==> src/rtl/demorgan_pkg.sv <==
// demorgan_pkg
// Shared definitions for the DeMorgan exhaustive sweep tester: the sweep
// controller state encoding and the legal range of the operand width.
package demorgan_pkg;

  // Sweep controller states, fixed 2-bit encoding.
  typedef enum logic [1:0] {
    IDLE  = 2'd0,
    SWEEP = 2'd1,
    DRAIN = 2'd2,
    DONE  = 2'd3
  } state_t;

  // Legal range of the WIDTH parameter of demorgan_sweep.
  localparam int MIN_WIDTH = 1;
  localparam int MAX_WIDTH = 8;

endpackage

==> src/rtl/demorgan_vec.sv <==
// demorgan_vec
// Purely combinational WIDTH-bit DeMorgan gate network. Both sides of each
// DeMorgan identity are produced so the caller can compare them.
// Ports:
//   i_a, i_b     operands A and B
//   i_flt        fault injection: bit 0 of nA&nB is replaced by ~A[0]
//   o_nandnb     nA & nB   (possibly faulted on bit 0)
//   o_norb       ~(A | B)
//   o_nandb      ~(A & B)
//   o_nornb      nA | nB
module demorgan_vec
  import demorgan_pkg::*;
#(
  parameter int WIDTH = 2
) (
  input  logic [WIDTH-1:0] i_a,
  input  logic [WIDTH-1:0] i_b,
  input  logic             i_flt,
  output logic [WIDTH-1:0] o_nandnb,
  output logic [WIDTH-1:0] o_norb,
  output logic [WIDTH-1:0] o_nandb,
  output logic [WIDTH-1:0] o_nornb
);

  logic [WIDTH-1:0] w_na;
  logic [WIDTH-1:0] w_nb;

  assign w_na    = ~i_a;
  assign w_nb    = ~i_b;
  assign o_norb  = ~(i_a | i_b);
  assign o_nandb = ~(i_a & i_b);
  assign o_nornb = w_na | w_nb;

  // nA&nB with optional fault on bit 0; ~A[0] differs from the true value
  // only when A[0]=0 and B[0]=1.
  always_comb begin
    o_nandnb = w_na & w_nb;
    if (i_flt) begin
      o_nandnb[0] = ~i_a[0];
    end else begin
      o_nandnb[0] = w_na[0] & w_nb[0];
    end
  end

endmodule

==> src/rtl/demorgan_sweep.sv <==
// demorgan_sweep
// Exhaustive hardware tester for the DeMorgan network: on start it walks all
// 2^(2*WIDTH) operand pairs, checks both identities per pair through a
// two-stage pipeline, counts mismatching pairs and captures the first one.
// Ports:
//   i_clk, i_reset          clock, asynchronous active-high reset
//   i_start, i_fault_en     run request (IDLE only), fault enable (latched at start)
//   o_busy, o_done          run in progress, one-cycle completion pulse
//   o_vec_a, o_vec_b        operand pair currently presented
//   o_err_count             mismatching pairs in the last run
//   o_first_err_*           first mismatching pair and its valid flag
module demorgan_sweep
  import demorgan_pkg::*;
#(
  parameter int WIDTH = 2
) (
  input  logic               i_clk,
  input  logic               i_reset,
  input  logic               i_start,
  input  logic               i_fault_en,
  output logic               o_busy,
  output logic               o_done,
  output logic [WIDTH-1:0]   o_vec_a,
  output logic [WIDTH-1:0]   o_vec_b,
  output logic [2*WIDTH:0]   o_err_count,
  output logic               o_first_err_valid,
  output logic [WIDTH-1:0]   o_first_err_a,
  output logic [WIDTH-1:0]   o_first_err_b
);

  localparam int CW = 2 * WIDTH;
  localparam int EW = CW + 1;

  state_t           r_state;
  logic [CW-1:0]    r_cnt;
  logic             r_flt;
  logic             r_p1_mis;
  logic             r_p1_valid;
  logic [WIDTH-1:0] r_p1_a;
  logic [WIDTH-1:0] r_p1_b;

  logic             w_accept;
  logic             w_last;
  logic             w_mismatch;
  logic [WIDTH-1:0] w_nandnb;
  logic [WIDTH-1:0] w_norb;
  logic [WIDTH-1:0] w_nandb;
  logic [WIDTH-1:0] w_nornb;

  assign w_accept = (r_state == IDLE) && i_start;
  assign w_last   = (r_cnt == {CW{1'b1}});
  assign o_vec_a  = r_cnt[CW-1:WIDTH];
  assign o_vec_b  = r_cnt[WIDTH-1:0];

  demorgan_vec #(
    .WIDTH (WIDTH)
  ) u_vec (
    .i_a      (o_vec_a),
    .i_b      (o_vec_b),
    .i_flt    (r_flt),
    .o_nandnb (w_nandnb),
    .o_norb   (w_norb),
    .o_nandb  (w_nandb),
    .o_nornb  (w_nornb)
  );

  assign w_mismatch = |((w_nandnb ^ w_norb) | (w_nandb ^ w_nornb));

  // Sweep controller: state, operand counter, latched fault flag, busy/done.
  always_ff @(posedge i_clk or posedge i_reset) begin
    if (i_reset) begin
      r_state <= IDLE;
      r_cnt   <= {CW{1'b0}};
      r_flt   <= 1'b0;
      o_busy  <= 1'b0;
      o_done  <= 1'b0;
    end else begin
      case (r_state)
        IDLE: begin
          o_done <= 1'b0;
          if (i_start) begin
            r_state <= SWEEP;
            r_cnt   <= {CW{1'b0}};
            r_flt   <= i_fault_en;
            o_busy  <= 1'b1;
          end else begin
            o_busy  <= 1'b0;
          end
        end
        SWEEP: begin
          // The counter parks on all-ones so the last pair stays visible.
          if (w_last) begin
            r_state <= DRAIN;
          end else begin
            r_cnt <= r_cnt + {{(CW-1){1'b0}}, 1'b1};
          end
        end
        DRAIN: begin
          r_state <= DONE;
          o_done  <= 1'b1;
        end
        DONE: begin
          r_state <= IDLE;
          o_done  <= 1'b0;
          o_busy  <= 1'b0;
        end
        default: begin
          r_state <= IDLE;
          o_done  <= 1'b0;
          o_busy  <= 1'b0;
        end
      endcase
    end
  end

  // Stage 1: register the per-pair check; only SWEEP-cycle pairs are valid.
  always_ff @(posedge i_clk or posedge i_reset) begin
    if (i_reset) begin
      r_p1_mis   <= 1'b0;
      r_p1_valid <= 1'b0;
      r_p1_a     <= {WIDTH{1'b0}};
      r_p1_b     <= {WIDTH{1'b0}};
    end else begin
      r_p1_mis   <= w_mismatch;
      r_p1_valid <= (r_state == SWEEP);
      r_p1_a     <= o_vec_a;
      r_p1_b     <= o_vec_b;
    end
  end

  // Stage 2: accumulate mismatches and capture the first failing pair.
  always_ff @(posedge i_clk or posedge i_reset) begin
    if (i_reset) begin
      o_err_count       <= {EW{1'b0}};
      o_first_err_valid <= 1'b0;
      o_first_err_a     <= {WIDTH{1'b0}};
      o_first_err_b     <= {WIDTH{1'b0}};
    end else if (w_accept) begin
      o_err_count       <= {EW{1'b0}};
      o_first_err_valid <= 1'b0;
      o_first_err_a     <= {WIDTH{1'b0}};
      o_first_err_b     <= {WIDTH{1'b0}};
    end else if (r_p1_valid && r_p1_mis) begin
      // Width covers 2^(2*WIDTH), so this can never wrap.
      o_err_count <= o_err_count + {{(EW-1){1'b0}}, 1'b1};
      if (!o_first_err_valid) begin
        o_first_err_valid <= 1'b1;
        o_first_err_a     <= r_p1_a;
        o_first_err_b     <= r_p1_b;
      end
    end
  end

endmodule

==> config.mk <==
export PLATFORM = sky130hd
export DESIGN_NAME = demorgan_sweep
export DESIGN_NICKNAME = d
export VERILOG_FILES = /design/src/rtl/demorgan_pkg.sv /design/src/rtl/demorgan_vec.sv /design/src/rtl/demorgan_sweep.sv
export SDC_FILE = /design/constraint.sdc
export NUM_CORES = 1
export LEC_CHECK = 0
export ABC_AREA = 1
export BUFFER_PORTS_ARGS = -buffer_cell sky130_fd_sc_hd__buf_2
export CORE_MARGIN = 3
export CORE_UTILIZATION = 49
export CTS_CLUSTER_SIZE = 25
export DETAILED_ROUTE_END_ITERATION = 6
export PLACE_DENSITY_LB_ADDON = 0.05
export SLEW_MARGIN = 15
export SYNTH_ARGS = -nofsm -noshare
export SYNTH_HDL_FRONTEND = slang
export SYNTH_SLANG_ARGS = --single-unit
==> constraint.sdc <==
create_clock -name i_clk -period 1.2 [get_ports i_clk]
set_input_delay 0.06 -clock i_clk [delete_from_list [all_inputs] [get_ports i_clk]]
set_output_delay 0.06 -clock i_clk [all_outputs]
set_load 0.01 [all_outputs]
==> metrics.yaml <==
drv_slew: 0
maxCapViolCount: 0
power_frac_comb_pct: 56.0
rows: 17
syn2layout_area_growth_pct: 37.99
clk_pin_slew_ps: 120
dr_wl_met2_um: 1487
wl_per_cell_um: 13.34
finClkSkew_ps: 2.175
post-synth-top-count-cell: "nand2_1"
r2r-start: "r_state[1]"
drc: 0
firstDrtPassIters: 4
period_share_pct: 107.8
status: "finished, violations left"
htreeDepth: 1
cp_common_cell: "a21oi_2"
num-fill-cells: 200
grt_overflow_total: 0
path_depth: 7
arrival_ps: 1490
grt_max_degree: 26
wl_met3_um: 83
yosysWarnings: 0
synth_edf_count: 0
finalWeightedCongestion: 0.7566
core_area_sq_um: 2255
fin_cells: 202
syn_area_sq_um: 1182
cts_tree: "built"
synth_area_leaders: "dfrtp_1 (53%), nand2_1 (10%), ha_1 (8.5%)"
wl_met1_um: 1075
routed_wl_um: 2694
ys_top_cells_by_count: "nand2_1 (33), dfrtp_1 (25), inv_1 (15)"
critical_path.top_delay_family: "flip-flops"
finalWorstSetupSlack_ps: -93.77
die-width_um: 55.12
grt_usage_pct: 19.09
vias: 1043
syn_inst: 133
hp-class: "in -> reg"
maxSlewHeadroom_pct: 78.31
worstHoldStart: "i_start"
yosys.area_share.adder_pct: 8.466
fin_area_sq_um: 1632
synthFlopType: "dfrtp_1"
r2r_cells: 7
die_area_sq_um: 3038
postSynthAreaPerCell_sq_um: 8.890
viasPerCell: 5.163
setup-violations-final: 13
port_buffers: 19
syn-num-nets: 145
insertion_delay_ps: 300
seq_area_frac_synth_pct: 52.91
power_frac_seq_pct: 34.3
muxShareOfSynthArea_pct: 0.9524
worstPathRequired_ps: 1400
top_layer: "met4"
synth_top_cell_by_area: "dfrtp_1"
switching_power_w: 0.001451
cpPeakStageDelay_ps: 410
yosys.area_share.simple_pct: 25.50
synth-xor-area-share_pct: 0
async_flop_share_pct: 100.0
rsz0062_at_grt: "yes"
crit_path_max_fanout: 5
grt_pass1_vias: 1006
r2r_setup_slack_ps: -90
antenna_left: 0
die_h_um: 55.12
cts.sinks: 25
cts_buffers: 3
synth-seq-cells: 25
cts_root_buf: "clkbuf_4"
clk_path_buf_depth: 2
yosys.area.top_type_share_pct: 52.91
initialDrtViolationCount: 10
hold_viol_final: 0
p_sw_share_pct: 40.38
place_inst: 190
antenna_found_initial: 0
worstMarginPinSlew_ps: 324.6
hold_end: "o_busy"
drive_above_1_share_pct: 41.95
ys_types: 19
ir_drop_uv: 1684
power_leakage_nw: 0.8557
num-nets-final: 187
dp_hpwl_um: 1798
cp_cell_sequence: "inv_2, ha_4, buf_12, nand2_8, buf_6, a21oi_2, a21oi_2"
grt_pass1_wl_um: 4160
path_class: "reg -> reg"
rr_endpoint: "o_err_count[0]"
fin_util_pct: 72.36
cp_slowest_cell: "dfrtp_1"
intPower_w: 0.002142
violations: "setup timing"
holdPathStages: 3
start_util_pct: 52.44
power.density_nw_per_um2: 2202
synth_compound_area_share_pct: 6.138
crit_buf_inv: 3
startpoint_type: "flop"
cp-end-kind: "flop"
max_freq_mhz: 772.9
ios: 20
place_area_sq_um: 1404
pwr-share-clk_pct: 9.7
synth_top_family_by_area: "simple AND/OR/NAND/NOR gates"
period_minus_slack_ps: 1294
antennaDiodeCount: 0
dp_worst_setup_slack_ps: -180.4
-- power by group through the flow --
| stage | Clock (W) | Sequential (W) | Combinational [W] |
|---|---|---|---|
| 3_5_place_dp | 0 | 0.00122 | 0.00142 |
| 3_3_place_gp | 0 | 0.00121 | 0.00138 |
| 5_1_grt | 0.000404 | 0.00126 | 0.00220 |
| 6_report | 0.000350 | 0.00123 | 0.00201 |
| 4_1_cts | 0.000369 | 0.00120 | 0.00152 |
| 2_1_floorplan | 0 | 0.00128 | 0.000823 |
-- cell type report --
cell class / count / area, sq um / share of cell area, %
clock buffer: 4 / 26.28 / 1.610
inverter: 17 / 68.82 / 4.218
multi-input combinational: 91 / 615.6 / 37.73
sequential: 25 / 626.9 / 38.42
tap: 28 / 35.03 / 2.147
timing repair buffer: 37 / 259.0 / 15.87
-- layout by cell type (no fill, tap or decap), drive strengths merged --
cell / instances
clkbuf: 4
dfrtp: 25
buf: 35
inv: 17
ha: 8
o21bai: 1
nand3b: 1
dlygate4sd3: 2
nand4: 3
mux2: 1
nand2: 39
a21oi: 2
nor3: 1
nor2: 14
nand3: 10
o21ai: 11
-- repair_timing --
action,4_1_cts,5_1_grt
endpoints found under the setup margin,16,17
gates cloned,0,1
gates resized for setup,7,32
hold endpoints to repair,26,0
buffers inserted,1,4
hold buffers,2,0
pin swaps,1,12
-- worst reg2reg max path, stage by stage (launching register included) --
cell and delay, ps:
dfrtp_1 410, inv_2 110, ha_4 170, buf_12 110, nand2_8 70, buf_6 150, a21oi_2 140, a21oi_2 40
-- metal layers --
layer  vias to the layer above  global-route usage [%]
li1                        508                       -
met1                       511                   20.88
met2                        20                   35.24
met3                         4                   2.681
met4                         0                   10.12
met5                         -                       0
-- kinds of logic (layout without fill, tap and decap cells) --
| family | count (synthesis) | in the layout |
|---|---|---|
| AOI/OAI and AO/OA | 14 | 14 |
| adders and majority gates | 8 | 8 |
| buffers and inverters | 18 | 58 |
| DFF | 25 | 25 |
| muxes | 1 | 1 |
| and+or+nand+nor | 67 | 68 |
-- metrics by stage --
step | hold WS (ps) | power (W) | setup TNS [ps]
floorplan | 87.25 | 0.002106 | -8.218
global placement | 118.5 | 0.002587 | -584.1
detailed placement | 124.2 | 0.002646 | -1104
CTS | 35.53 | 0.003091 | -238.4
global route | 127.6 | 0.003860 | -1608
finish | 99.49 | 0.003592 | -643.6
-- how the worst max path moves through the flow --
stage / to / from
2_1_floorplan: o_err_count[0] / r_state[0]
3_3_place_gp: r_flt / r_state[0]
3_5_place_dp: o_first_err_b[0] / r_state[0]
4_1_cts: r_state[1] / r_state[1]
5_1_grt: r_cnt[3] / r_state[1]
6_report: o_err_count[0] / r_state[1]
-- state kept, by name, indices dropped and copies added (netlist names), 2 cells and up --
signal	flops
o_err_count	5
r_state	2
o_first_err_b	2
r_p1_a	2
o_first_err_a	2
r_cnt	4
r_p1_b	2
Power figures use the tool's default switching activity.
